===== src/rtl/axis_fifo_lutn_pkg.sv =====
// Shared helpers for axis_fifo_lutn: sizing functions and the parameter legality test.
package axis_fifo_lutn_pkg;

  function automatic int clog2(input int value);
    int result;
    result = 0;
    while ((1 << result) < value) begin
      result = result + 1;
    end
    return result;
  endfunction

  // Slot width: payload plus one bit when tlast is carried.
  function automatic int slot_w(input int width, input int use_last);
    return width + ((use_last != 0) ? 1 : 0);
  endfunction

  function automatic bit params_ok(input int depth_log2, input int afull_lvl);
    return (depth_log2 >= 1) && (depth_log2 <= 5) &&
           (afull_lvl >= 0) && (afull_lvl < (1 << depth_log2));
  endfunction

endpackage


===== src/rtl/axis_fifo_lutn_mem.sv =====
// DEPTH x SLOT_W distributed-RAM array: synchronous write, asynchronous read, no reset.
module axis_fifo_lutn_mem #(
  parameter int DEPTH_LOG2 = 1,
  parameter int SLOT_W     = 32
) (
  input  logic                  clk_i,
  input  logic                  we_i,
  input  logic [DEPTH_LOG2-1:0] waddr_i,
  input  logic [SLOT_W-1:0]     wdata_i,
  input  logic [DEPTH_LOG2-1:0] raddr_i,
  output logic [SLOT_W-1:0]     rdata_o
);

  logic [SLOT_W-1:0] mem_q [(1 << DEPTH_LOG2)];

  always_ff @(posedge clk_i) begin
    if (we_i) begin
      mem_q[waddr_i] <= wdata_i;
    end
  end

  assign rdata_o = mem_q[raddr_i];

endmodule


===== src/rtl/axis_fifo_lutn.sv =====
// Register/LUT-based AXI-Stream FIFO with programmable depth, optional tlast and almost-full.
// Both handshake flags are registered from next-cycle occupancy, so no s_rx -> m_tx comb path exists.
module axis_fifo_lutn
  import axis_fifo_lutn_pkg::*;
#(
  parameter int WIDTH      = 32,
  parameter int DEPTH_LOG2 = 1,
  parameter int USE_LAST   = 0,
  parameter int AFULL_LVL  = 1,
  parameter int BYPASS     = 0
) (
  input  logic                  clk,
  input  logic                  rst_n,
  input  logic [WIDTH-1:0]      s_rx_tdata,
  input  logic                  s_rx_tlast,
  input  logic                  s_rx_tvalid,
  output logic                  s_rx_tready,
  output logic [WIDTH-1:0]      m_tx_tdata,
  output logic                  m_tx_tlast,
  output logic                  m_tx_tvalid,
  input  logic                  m_tx_tready,
  output logic [DEPTH_LOG2:0]   used,
  output logic                  afull
);

  localparam int DEPTH  = 1 << DEPTH_LOG2;
  localparam int PTR_W  = clog2(DEPTH) + 1;
  localparam int SLOT_W = slot_w(WIDTH, USE_LAST);
  localparam logic [PTR_W-1:0] DEPTH_C    = PTR_W'(DEPTH);
  localparam logic [PTR_W-1:0] AFULL_TH_C = PTR_W'(DEPTH - AFULL_LVL);

  if (!params_ok(DEPTH_LOG2, AFULL_LVL)) begin : g_param_err
    $error("axis_fifo_lutn: DEPTH_LOG2 must be 1..5 and AFULL_LVL < DEPTH");
  end

  if (BYPASS != 0) begin : g_bypass
    logic unused_bypass_s;
    assign unused_bypass_s = clk ^ rst_n;
    assign m_tx_tdata  = s_rx_tdata;
    assign m_tx_tlast  = (USE_LAST != 0) ? s_rx_tlast : 1'b0;
    assign m_tx_tvalid = s_rx_tvalid;
    assign s_rx_tready = m_tx_tready;
    assign used        = '0;
    assign afull       = 1'b0;
  end else begin : g_fifo
    logic [PTR_W-1:0]  wptr_q, wptr_d, rptr_q, rptr_d;
    logic [PTR_W-1:0]  used_s, used_nx_s;
    logic              rdy_q, rdy_d, vld_q, vld_d, afull_q, afull_d;
    logic              push_s, pop_s;
    logic [SLOT_W-1:0] wslot_s, rslot_s;

    always_comb begin
      push_s    = s_rx_tvalid & rdy_q;
      pop_s     = vld_q & m_tx_tready;
      used_s    = wptr_q - rptr_q;
      wptr_d    = wptr_q + {{(PTR_W-1){1'b0}}, push_s};
      rptr_d    = rptr_q + {{(PTR_W-1){1'b0}}, pop_s};
      used_nx_s = used_s + {{(PTR_W-1){1'b0}}, push_s} - {{(PTR_W-1){1'b0}}, pop_s};
      rdy_d     = (used_nx_s < DEPTH_C);
      vld_d     = (used_nx_s != {PTR_W{1'b0}});
      afull_d   = (used_nx_s >= AFULL_TH_C);
    end

    always_ff @(posedge clk or negedge rst_n) begin
      if (!rst_n) begin
        wptr_q  <= '0;
        rptr_q  <= '0;
        rdy_q   <= 1'b1;
        vld_q   <= 1'b0;
        afull_q <= 1'b0;
      end else begin
        wptr_q  <= wptr_d;
        rptr_q  <= rptr_d;
        rdy_q   <= rdy_d;
        vld_q   <= vld_d;
        afull_q <= afull_d;
      end
    end

    axis_fifo_lutn_mem #(
      .DEPTH_LOG2 (DEPTH_LOG2),
      .SLOT_W     (SLOT_W)
    ) u_mem (
      .clk_i   (clk),
      .we_i    (push_s),
      .waddr_i (wptr_q[DEPTH_LOG2-1:0]),
      .wdata_i (wslot_s),
      .raddr_i (rptr_q[DEPTH_LOG2-1:0]),
      .rdata_o (rslot_s)
    );

    if (USE_LAST != 0) begin : g_last
      assign wslot_s    = {s_rx_tlast, s_rx_tdata};
      assign m_tx_tlast = rslot_s[SLOT_W-1];
    end else begin : g_nolast
      logic unused_tlast_s;
      assign unused_tlast_s = s_rx_tlast;
      assign wslot_s        = s_rx_tdata;
      assign m_tx_tlast     = 1'b0;
    end

    assign m_tx_tdata  = rslot_s[WIDTH-1:0];
    assign s_rx_tready = rdy_q;
    assign m_tx_tvalid = vld_q;
    assign afull       = afull_q;
    assign used        = used_s;
  end

endmodule


===== config.mk =====
export PLATFORM = sky130hd
export DESIGN_NAME = axis_fifo_lutn
export DESIGN_NICKNAME = d
export VERILOG_FILES = /design/src/rtl/axis_fifo_lutn_pkg.sv /design/src/rtl/axis_fifo_lutn_mem.sv /design/src/rtl/axis_fifo_lutn.sv
export SDC_FILE = /design/constraint.sdc
export NUM_CORES = 1
export LEC_CHECK = 0
export BUFFER_PORTS_ARGS = -buffer_cell sky130_fd_sc_hd__buf_2
export CAP_MARGIN = 10
export CORE_ASPECT_RATIO = 2
export CORE_MARGIN = 8
export CORE_UTILIZATION = 50
export DETAILED_ROUTE_END_ITERATION = 10
export PLACE_DENSITY_LB_ADDON = 0.08
export SLEW_MARGIN = 10
export SYNTH_ARGS = -nofsm -noshare
export SYNTH_HDL_FRONTEND = slang
export SYNTH_HIERARCHICAL = 1
export SYNTH_SLANG_ARGS = --single-unit

===== constraint.sdc =====
create_clock -name clk -period 3.5 [get_ports clk]
set_input_delay 0.175 -clock clk [delete_from_list [all_inputs] [get_ports clk]]
set_output_delay 0.175 -clock clk [all_outputs]
set_load 0.02 [all_outputs]

==> results.tsv, run 1 <==
stage	metric	value	unit
critical_path	reg-to-reg setup timing slack	1390	ps
flow_run	max cap viols	0	
synth	Main synth FF type	edfxtp_1	
synth	Cell variety after synth	21	
clock_tree	H-Tree Depth	3	
global_routing	Overflow after GRT	0	
global_routing	vias in the first global route	1635	
global_routing	grt met3 use	0.0506	
timing	RSZ-0062 raised after global routing	no	
global_routing	GR peak layer	met2	
synth	Post-synth top cells	edfxtp_1 (64), mux2_4 (30), dfrtp_1 (5), xnor2_1 (4)	
critical_path	CP startpoint kind	register	
global_routing	first-pass GRT wire length	7550	microns
route	DR vias	1394	
finish	area grow syn2layout	19.1	%
placement	Port Buffers	72	
global_routing	met1 Usage GRT	0.119	
critical_path	Crit Reg-Reg Startpoint	s_rx_tready$_DFF_PN1_	
timing	Fmax	0.474	GHz
route	DRC Markers	0	
timing	relative slew slack	0.381	
timing	Hold Fails Final Rpt	0	
critical_path	worst r2r dst	g_fifo.u_mem/mem_q[1][9]$_DFFE_PP_	
critical_path	Crit. End Element	register	
synth	Post-synth EDFFs	64	
clock_tree	Root Buffer	clkbuf_8	
synth	most common cell in the netlist	edfxtp_1	
finish	fin nets	248	
global_routing	GR Util met2	0.216	
finish	share of layout cells above drive strength 1	0.563	
timing	Setup Skew	8.13	ps
route	Initial DRC Count	66	
synth	Synth area leader	edfxtp_1	
synth	Post-Syn Nets	168	
critical_path	R2R cell count	3	
synth	largest cells by area after synthesis	edfxtp_1 (69%), mux2_4 (16%), dfrtp_1 (4.5%), buf_12 (2.1%), ha_1 (1.3%)	
route	via/cell ratio	5.11	
global_routing	Tot GR Track Use	0.127	
critical_path	Worst Path Arrival	2120	ps
die	initial core utilization	0.517	
clock_tree	post-CTS setup buffer count	0	
power_and_ir_drop	Peak VDD IR	0.000881	V
synth	cell count after synthesis	128	
worst_hold_path	hold path cells	1	
synth	YS warnings	6	
synth	FF+latch count, synth	70	
route	drt first pass iters	4	
global_routing	largest net degree at the start of global routing	35	
die	die area	8400	sq um
die	Die Height	122	microns
placement	DP HPWL	3520	microns
die	Rows	38	
clock_tree	CTS tree	done	
route	WL/cell	18.0	microns
power_and_ir_drop	LEAKAGE	1.38	nW
critical_path	Data required, critical path	3510	ps
worst_hold_path	worst hold path endpoint	g_fifo.u_mem/mem_q[0][20]$_DFFE_PP_	
synth	sequential cell area fraction in the yosys report	0.740	
clock_tree	clock sink count	70	
clock_tree	cts repair resizes	0	
clock_tree	Max clock buf depth	2	
placement	GP Congestion	0.729	
global_routing	initial antenna violation count	0	
worst_hold_path	HP Class	input port to register	
finish	number of fill cells in the layout	453	
finish	core occupancy in the finished layout	0.615	
die	num ports	75	
die	core area	5420	sq um
route	Final ANT Viol Nets	0	
finish	# diodes	0	
timing	setup TNS	0	ps
synth	async set-reset flop share out of synthesis	0.0857	
run_status	status	completed	
critical_path	crit path kind	register to register	
clock_tree	clk slew on worst S/H paths	70	ps
critical_path	critical path peak fanout	17	
timing	Tmin final	2110	ps
synth	cell area after synthesis	2800	sq um
timing	Max Transition Viols Final	0	
worst_hold_path	Hold Crit Start	s_rx_tdata[20]	
clock_tree	total CTS buffers	9	
timing	final setup violation count	0	
synth	Synth top area share	0.686	
clock_tree	worst skew pair latency	330	ps
timing	crit share post-route	0.603	
timing	Slew @ Worst Pin	927	ps
die	Die Wd	68.9	microns
route	total wire length	4920	microns
power_and_ir_drop	PD cells	866	nW/um^2
synth	Avg Cell Area, Syn	21.9	sq um
==> worst max-delay path: stages, from the launching register on <==
cell and delay (ps):
dfstp_2 530, and2_1 220, and2_1 650, buf_4 390
==> cell type report <==
type	instances	area, sq um	area share
sequential	70	2070	0.622
multi-input combinational	50	642	0.192
timing repair buffer	75	385	0.116
clock buffer	14	143	0.0428
tap	60	75.1	0.0225
clock inverter	2	8.76	0.00263
inverter	2	7.51	0.00225
==> power breakdown <==
group	switching (mW)	leakage, nW	internal, mW
Combinational	0.650	0.645	0.542
Clock	0.261	0.0761	0.255
Sequential	0.0603	0.655	1.12
==> state kept, by name, summed over array words and instances, names as in the netlist <==
register	flops
g_fifo.u_mem/mem_q	64
g_fifo.rptr_q	2
g_fifo.wptr_q	2
afull	1
s_rx_tready	1
==> metal layers <==
metal	part of all wire	wire, microns	vias up
li1	-	-	646
met1	0.34	1650	688
met2	0.56	2750	51
met3	0.085	419	9
met4	0.020	99	0
met5	0	0	-
==> cells by family after synthesis <==
family,share of synthesized area
other,0.00134
AND/OR/NAND/NOR,0.0134
buffers and inverters,0.0335
flip-flops,0.740
multiplexers,0.169
XOR/XNOR,0.0295
adder cells (fa/ha/maj),0.0134
==> stage by stage <==
stage	setup slack, ps	hold WS, ps	total power [mW]	cells	area, sq um
after global routing	1240	13.4	3.04	273	3340
after detailed placement	1360	5.39	2.41	256	3170
after global placement	1460	2.08	2.37	256	3170
after floorplan	810	-121	2.16	128	2800
after CTS	1340	4.29	2.94	273	3340
final	1390	25.4	2.89	273	3340
==> repair_timing <==
action                                  CTS  global route
endpoints found under the setup margin    0             0
hold buffers                              1             0
endpoints found under the hold margin     6             0
==> layout by cell type, fill, tap and decap left out, drive strengths merged, types with 2 or more instances in the layout <==
cell and n:
and2 2, buf 74, ha 3, xnor2 5, inv 2, mux2 32, dfrtp 5, clkbuf 14
clkinv 2, edfxtp 64
==> worst max-delay path by stage <==
stage | from | endpoint | slack (ps)
2_1_floorplan | s_rx_tready$_DFF_PN1_ | g_fifo.u_mem/mem_q[0][0]$_DFFE_PP_ | 810
3_3_place_gp | s_rx_tready$_DFF_PN1_ | g_fifo.u_mem/mem_q[1][9]$_DFFE_PP_ | 1460
3_5_place_dp | s_rx_tready$_DFF_PN1_ | g_fifo.u_mem/mem_q[1][19]$_DFFE_PP_ | 1360
4_1_cts | s_rx_tready$_DFF_PN1_ | g_fifo.u_mem/mem_q[1][14]$_DFFE_PP_ | 1340
5_1_grt | s_rx_tready$_DFF_PN1_ | g_fifo.u_mem/mem_q[1][9]$_DFFE_PP_ | 1240
6_report | s_rx_tready$_DFF_PN1_ | g_fifo.u_mem/mem_q[1][9]$_DFFE_PP_ | 1390
No activity file was read; power rests on OpenSTA's default activity.
==> run 2: changes to the inputs <==
--- a/config.mk
+++ b/config.mk
@@ -9,7 +9,7 @@
 export CAP_MARGIN = 10
 export CORE_ASPECT_RATIO = 2
 export CORE_MARGIN = 8
-export CORE_UTILIZATION = 50
+export CORE_UTILIZATION = 47
 export DETAILED_ROUTE_END_ITERATION = 10
 export PLACE_DENSITY_LB_ADDON = 0.08
 export SLEW_MARGIN = 10
==> constraint.sdc (replaced) <==
create_clock -name clk -period 1.8 [get_ports clk]
set_input_delay 0.09 -clock clk [delete_from_list [all_inputs] [get_ports clk]]
set_output_delay 0.09 -clock clk [all_outputs]
set_load 0.02 [all_outputs]
==> run 2 against run 1 <==
  * Setup slack worse by 1200 ps
  * Global-route usage is 1.0 points lower
  * Die area is 5.2% higher
  * Largest power group unchanged
  * Clock-buffer cell count stayed put
  * Register-to-register slack worse by 1200 ps
  * First-iteration DRC count is 7.6% higher
  * Total power is 120% higher
  * Non-clock buffer count is 34 higher
  * Sequential share of layout area is 7.9 points lower
  * Worst hold slack better by 23 ps
  * Flip-flop and latch count stayed put
  * Routed wire length is 1.8% lower
==> results.tsv, run 2 (synthesis results as in run 1) <==
stage	metric	value	unit	change
placement	GP Congestion	0.585		-20%
die	initial core utilization	0.474		-0.0425
clock_tree	cts repair resizes	0		unchanged
worst_hold_path	HP Class	input port to register		
finish	Reg area	2070	sq um	unchanged
critical_path	worst-path cell chain	buf_12 -> mux2_2 -> buf_2		
clock_tree	clock sink count	70		unchanged
power_and_ir_drop	Peak VDD IR	0.000994	V	+13%
timing	final setup violation count	0		unchanged
finish	number of fill cells in the layout	439		-3.1%
power_and_ir_drop	LEAKAGE	1.59	nW	+15%
timing	crit share post-route	0.890		
finish	most common cell after layout, fill and taps aside	buf_2		
timing	RSZ-0062 raised after global routing	no		
critical_path	Worst Path Arrival	1510	ps	-610 ps
finish	max reg flops	64		unchanged
timing	Tmin final	1600	ps	
finish	fin area	3820	sq um	+15%
global_routing	first-pass GRT wire length	7940	microns	+5.2%
timing	setup ws final	198	ps	-1190 ps
critical_path	crit path kind	register to output pin		
clock_tree	worst skew pair latency	320	ps	about the same
placement	post-placement setup slack	216	ps	-1140 ps
die	core area	5910	sq um	+9.0%
critical_path	Crit. End Element	output pin		
route	DRC Markers	0		unchanged
critical_path	critical path peak fanout	34		+17
finish	area grow syn2layout	36.4	%	
critical_path	CP startpoint kind	register		
timing	Max Transition Viols Final	0		unchanged
clock_tree	CTS tree	done		
route	total wire length	4830	microns	-1.8%
clock_tree	total CTS buffers	9		unchanged
route	drt first pass iters	4		unchanged
power_and_ir_drop	PD cells	1640	nW/um^2	+89%
critical_path	Data required, critical path	1710	ps	-1800 ps
timing	Hold Fails Final Rpt	0		unchanged
die	Rows	40		+5.3%
power_and_ir_drop	Final Power	6.27	mW	+120%
clock_tree	Root Buffer	clkbuf_16		
route	DR vias	1468		+5.3%
placement	cell area after placement	3220	sq um	+1.4%
finish	fin nets	282		+14%
placement	Port Buffers	72		unchanged
finish	top flop regs	g_fifo.u_mem/mem_q (64), g_fifo.rptr_q (2), g_fifo.wptr_q (2)		
die	Die Wd	70.6	microns	+2.4%
finish	most frequent cells in the layout	buf_2 (72), edfxtp_1 (64), dlygate4sd3_1 (33), mux2_4 (30), clkbuf_16 (9)		
clock_tree	Max clock buf depth	2		unchanged
critical_path	Slowest-stage cell, CP	dfrtp_2		
clock_tree	H-Tree Depth	3		unchanged
global_routing	Overflow after GRT	0		unchanged
finish	register bank with the most flops	g_fifo.u_mem/mem_q		
route	Initial DRC Count	71		+7.6%
die	num ports	75		unchanged
die	die area	8840	sq um	+5.2%
finish	# diodes	0		unchanged
clock_tree	clk slew on worst S/H paths	50	ps	-20 ps
die	Die Height	125	microns	+2.7%
flow_run	max cap viols	0		unchanged
run_status	status	completed		
route	via/cell ratio	4.74		-7.3%
global_routing	initial antenna violation count	0		unchanged
finish	share of layout cells above drive strength 1	0.506		-0.0573
timing	Fmax	0.624	GHz	
timing	setup TNS	0	ps	unchanged
timing	Setup Skew	7.63	ps	-0.504 ps
route	Final ANT Viol Nets	0		unchanged
placement	DP HPWL	3110	microns	-12%
clock_tree	post-CTS setup buffer count	0		unchanged
global_routing	vias in the first global route	1661		+1.6%
route	WL/cell	15.6	microns	-13%
critical_path	critical path's largest stage delay	380	ps	-270 ps
global_routing	Tot GR Track Use	0.117		-0.00998
global_routing	largest net degree at the start of global routing	35		unchanged
finish	area of the multi-input gates	643	sq um	+0.19%
-- run 2: through the flow --
stage / cells / hold slack (ps) / utilization
2_1_floorplan: 128 / -206 / -
3_3_place_gp: 261 / -74.9 / 0.545
3_5_place_dp: 261 / -73.7 / 0.545
4_1_cts: 310 / 38.6 / 0.647
5_1_grt: 310 / 82.0 / 0.647
6_report: 310 / 47.9 / 0.647
-- run 2: critical path, delay by kind of cell (launching register included) --
kind / cells / cell delay (ps)
buf+inv: 2 / 430
flops: 1 / 380
mux: 1 / 380
-- run 2: power by group --
part | switching [mW] | total, mW | leakage [nW] | internal [mW]
Sequential | 0.111 | 2.29 | 0.655 | 2.18
Combinational | 1.27 | 2.42 | 0.797 | 1.16
Clock | 0.560 | 1.56 | 0.134 | 0.999
Total | 1.94 | 6.27 | 1.59 | 4.33
-- run 2: area by class of cell --
| class | count | area share |
|---|---|---|
| Sequential cell | 70 | 0.543 |
| Inverter | 2 | 0.00196 |
| Tap cell | 63 | 0.0206 |
| Clock inverter | 2 | 0.00229 |
| Clock buffer | 14 | 0.0691 |
| Timing Repair Buffer | 109 | 0.195 |
| Multi-Input combinational cell | 50 | 0.168 |
-- run 2: worst paths after layout --
path | start | end | slack, ps | cells past startpoint
min in group asynchronous | rst_n | afull$_DFF_PN0_ | 120 | 2
worst max-delay path | g_fifo.rptr_q[0]$_DFF_PN0_ | m_tx_tdata[29] | 200 | 3
max in group asynchronous | rst_n | s_rx_tready$_DFF_PN1_ | 1450 | 2
worst min-delay path | m_tx_tready | g_fifo.rptr_q[1]$_DFF_PN0_ | 50 | 3
worst max register to register | s_rx_tready$_DFF_PN1_ | afull$_DFF_PN0_ | 220 | 5
worst min register to register | g_fifo.wptr_q[1]$_DFF_PN0_ | g_fifo.wptr_q[1]$_DFF_PN0_ | 480 | 1
-- run 2: layer usage --
| metal | part of all wire | GRT usage | vias up |
|---|---|---|---|
| met2 | 0.51 | 0.188 | 50 |
| li1 | - | - | 711 |
| met4 | 0.017 | 0.0667 | 0 |
| met3 | 0.069 | 0.0472 | 6 |
| met1 | 0.40 | 0.124 | 701 |
| met5 | 0 | 0 | - |
-- run 2: repair_timing --
item / 4_1_cts / 5_1_grt
setup endpoints to repair: 0 / 0
hold endpoints to repair: 70 / 0
hold buffers: 33 / 0
==> run 3: changes to the inputs <==
--- a/config.mk
+++ b/config.mk
@@ -12,6 +12,7 @@
 export CORE_UTILIZATION = 47
 export DETAILED_ROUTE_END_ITERATION = 10
 export PLACE_DENSITY_LB_ADDON = 0.08
+export RECOVER_POWER = 50
 export SLEW_MARGIN = 10
 export SYNTH_ARGS = -nofsm -noshare
 export SYNTH_HDL_FRONTEND = slang
==> run 3 against run 2 <==
  * Final area down 1.1%
  * Global-route usage unchanged
  * Via count down 0.14%
  * Die area unchanged
  * Sequential power about the same
  * Final cell count unchanged
  * Utilization down 0.70 points
  * Register-to-register slack worse by 40 ps
  * Setup slack worse by 18 ps
  * Non-clock buffer count unchanged
  * Critical endpoint is now afull$_DFF_PN0_
  * Largest cell class unchanged
==> results.tsv, run 3 (synthesis results as in run 1) <==
stage	metric	value	unit	change
route	Initial DRC Count	66		-7.0%
power_and_ir_drop	logic gate share of total power	0.382		-0.004
run_status	status	completed		
route	Final ANT Viol Nets	0		unchanged
clock_tree	total CTS buffers	9		unchanged
die	core area	5910	sq um	unchanged
global_routing	vias in the first global route	1661		unchanged
power_and_ir_drop	Sw Ratio	0.310		+0.00113
timing	Fmax	0.617	GHz	-1.1%
timing	hold slack	47.9	ps	-0.0264 ps
timing	Setup Skew	7.59	ps	-0.0364 ps
clock_tree	clk slew on worst S/H paths	50	ps	about the same
global_routing	initial antenna violation count	0		unchanged
power_and_ir_drop	switching component of the power	1.93	mW	-0.36%
power_and_ir_drop	LEAKAGE	1.53	nW	-3.7%
timing	setup TNS	0	ps	unchanged
die	initial core utilization	0.474		unchanged
route	met3 WL	312	microns	-5.7%
critical_path	CP startpoint kind	register		
clock_tree	# hold bufs at CTS	33		unchanged
critical_path	critical path peak fanout	5		-85%
critical_path	Data required, critical path	2060	ps	+350 ps
clock_tree	clock sink count	70		unchanged
finish	register bank with the most flops	g_fifo.u_mem/mem_q		
global_routing	largest net degree at the start of global routing	35		unchanged
clock_tree	cts repair resizes	0		unchanged
placement	GP Congestion	0.585		unchanged
route	metal1 wirelength	1950	microns	+0.67%
critical_path	Worst Path Arrival	1880	ps	+370 ps
placement	Port Buffers	72		unchanged
timing	RSZ-0062 raised after global routing	no		
power_and_ir_drop	Int Power	4.29	mW	-0.88%
finish	area grow syn2layout	35.0	%	
worst_hold_path	HP Class	input port to register		
clock_tree	Max clock buf depth	2		unchanged
finish	# diodes	0		unchanged
finish	fin nets	282		unchanged
flow_run	max cap viols	0		unchanged
route	total wire length	4830	microns	about the same
global_routing	first-pass GRT wire length	7940	microns	unchanged
route	Top Layer Used	met4		
power_and_ir_drop	Peak VDD IR	0.000962	V	-3.2%
global_routing	Overflow after GRT	0		unchanged
power_and_ir_drop	Seq pwr share	0.367		+0.002
critical_path	worst-path cell chain	and2_0 -> xnor2_1 -> ha_1 -> xnor3_1 -> nand2b_1		
clock_tree	CTS tree	done		
power_and_ir_drop	clock network power share	0.251		+0.002
placement	DP HPWL	3110	microns	unchanged
timing	final setup violation count	0		unchanged
critical_path	Crit. End Element	register		
placement	placed insts	261		unchanged
finish	top flop regs	g_fifo.u_mem/mem_q (64), g_fifo.rptr_q (2), g_fifo.wptr_q (2)		
timing	Tmin final	1620	ps	+18.4 ps
clock_tree	H-Tree Depth	3		unchanged
die	num ports	75		unchanged
clock_tree	Root Buffer	clkbuf_16		
route	drt first pass iters	4		unchanged
die	Die Height	125	microns	unchanged
clock_tree	worst skew pair latency	320	ps	about the same
die	die area	8840	sq um	unchanged
route	met2 WL	2490	microns	+0.16%
timing	Max Transition Viols Final	0		unchanged
route	WL/cell	15.6	microns	about the same
route	via/cell ratio	4.73		-0.14%
finish	Non-Filler Instances	310		unchanged
global_routing	Tot GR Track Use	0.117		unchanged
critical_path	crit path kind	register to register		
die	Rows	40		unchanged
finish	most frequent cells in the layout	edfxtp_1 (64), buf_2 (52), dlygate4sd3_1 (33), mux2_4 (30), clkbuf_1 (22)		
critical_path	Slowest-stage cell, CP	dfstp_2		
die	Die Wd	70.6	microns	unchanged
timing	Hold Fails Final Rpt	0		unchanged
clock_tree	post-CTS setup buffer count	0		unchanged
finish	share of layout cells above drive strength 1	0.421		-0.0850
route	DRC Markers	0		unchanged
route	DR vias	1466		-0.14%
finish	max reg flops	64		unchanged
critical_path	critical path's largest stage delay	520	ps	+140 ps
timing	crit share post-route	0.900		+0.0102
power_and_ir_drop	PD cells	1650	nW/um^2	+0.36%
finish	most common cell after layout, fill and taps aside	edfxtp_1		
-- run 3: area by class of cell --
cell class | instances | area [sq um]
timing repair buffer | 109 | 712
sequential | 70 | 2070
tap | 63 | 78.8
clock buffer | 14 | 264
multi-input combinational | 50 | 636
inverter | 2 | 7.51
fill | 454 | 2120
clock inverter | 2 | 8.76
-- run 3: per-layer routing --
metal,vias to the layer above,global-route usage
li1,710,-
met1,701,0.124
met2,49,0.188
met3,6,0.0472
met4,0,0.0667
met5,-,0
-- run 3: final timing paths --
check,start,end,slack (ps),depth (start not counted)
worst max-delay path,s_rx_tready$_DFF_PN1_,afull$_DFF_PN0_,180,5
worst min-delay path,m_tx_tready,g_fifo.rptr_q[1]$_DFF_PN0_,50,3
worst max register to register,s_rx_tready$_DFF_PN1_,afull$_DFF_PN0_,180,5
worst min register to register,g_fifo.wptr_q[1]$_DFF_PN0_,g_fifo.wptr_q[1]$_DFF_PN0_,480,1
max in group asynchronous,rst_n,s_rx_tready$_DFF_PN1_,1330,2
min in group asynchronous,rst_n,afull$_DFF_PN0_,180,2
-- run 3: power groups by stage --
stage	logic, mW	registers [mW]	clock network [mW]
after global routing	2.58	2.32	1.68
final	2.38	2.29	1.56
after detailed placement	2.42	2.33	0
after CTS	2.49	2.30	1.61
after global placement	2.42	2.31	0
after floorplan	1.88	2.33	0
-- run 3: metrics by stage --
step	setup slack, ps	utilization	instance area, sq um	total power, mW
5_1_grt	79.6	0.640	3780	6.58
3_5_place_dp	216	0.545	3220	4.75
2_1_floorplan	51.4	-	2810	4.21
6_report	180	0.640	3780	6.23
4_1_cts	167	0.647	3820	6.39
3_3_place_gp	253	0.545	3220	4.73
-- run 3: worst max-delay path: cells and delay by family (launching register included) --
family | cells | cell delay (ps)
AND/OR/NAND/NOR | 2 | 320
XOR/XNOR | 2 | 550
flip-flops | 1 | 520
adder cells (fa/ha/maj) | 1 | 160
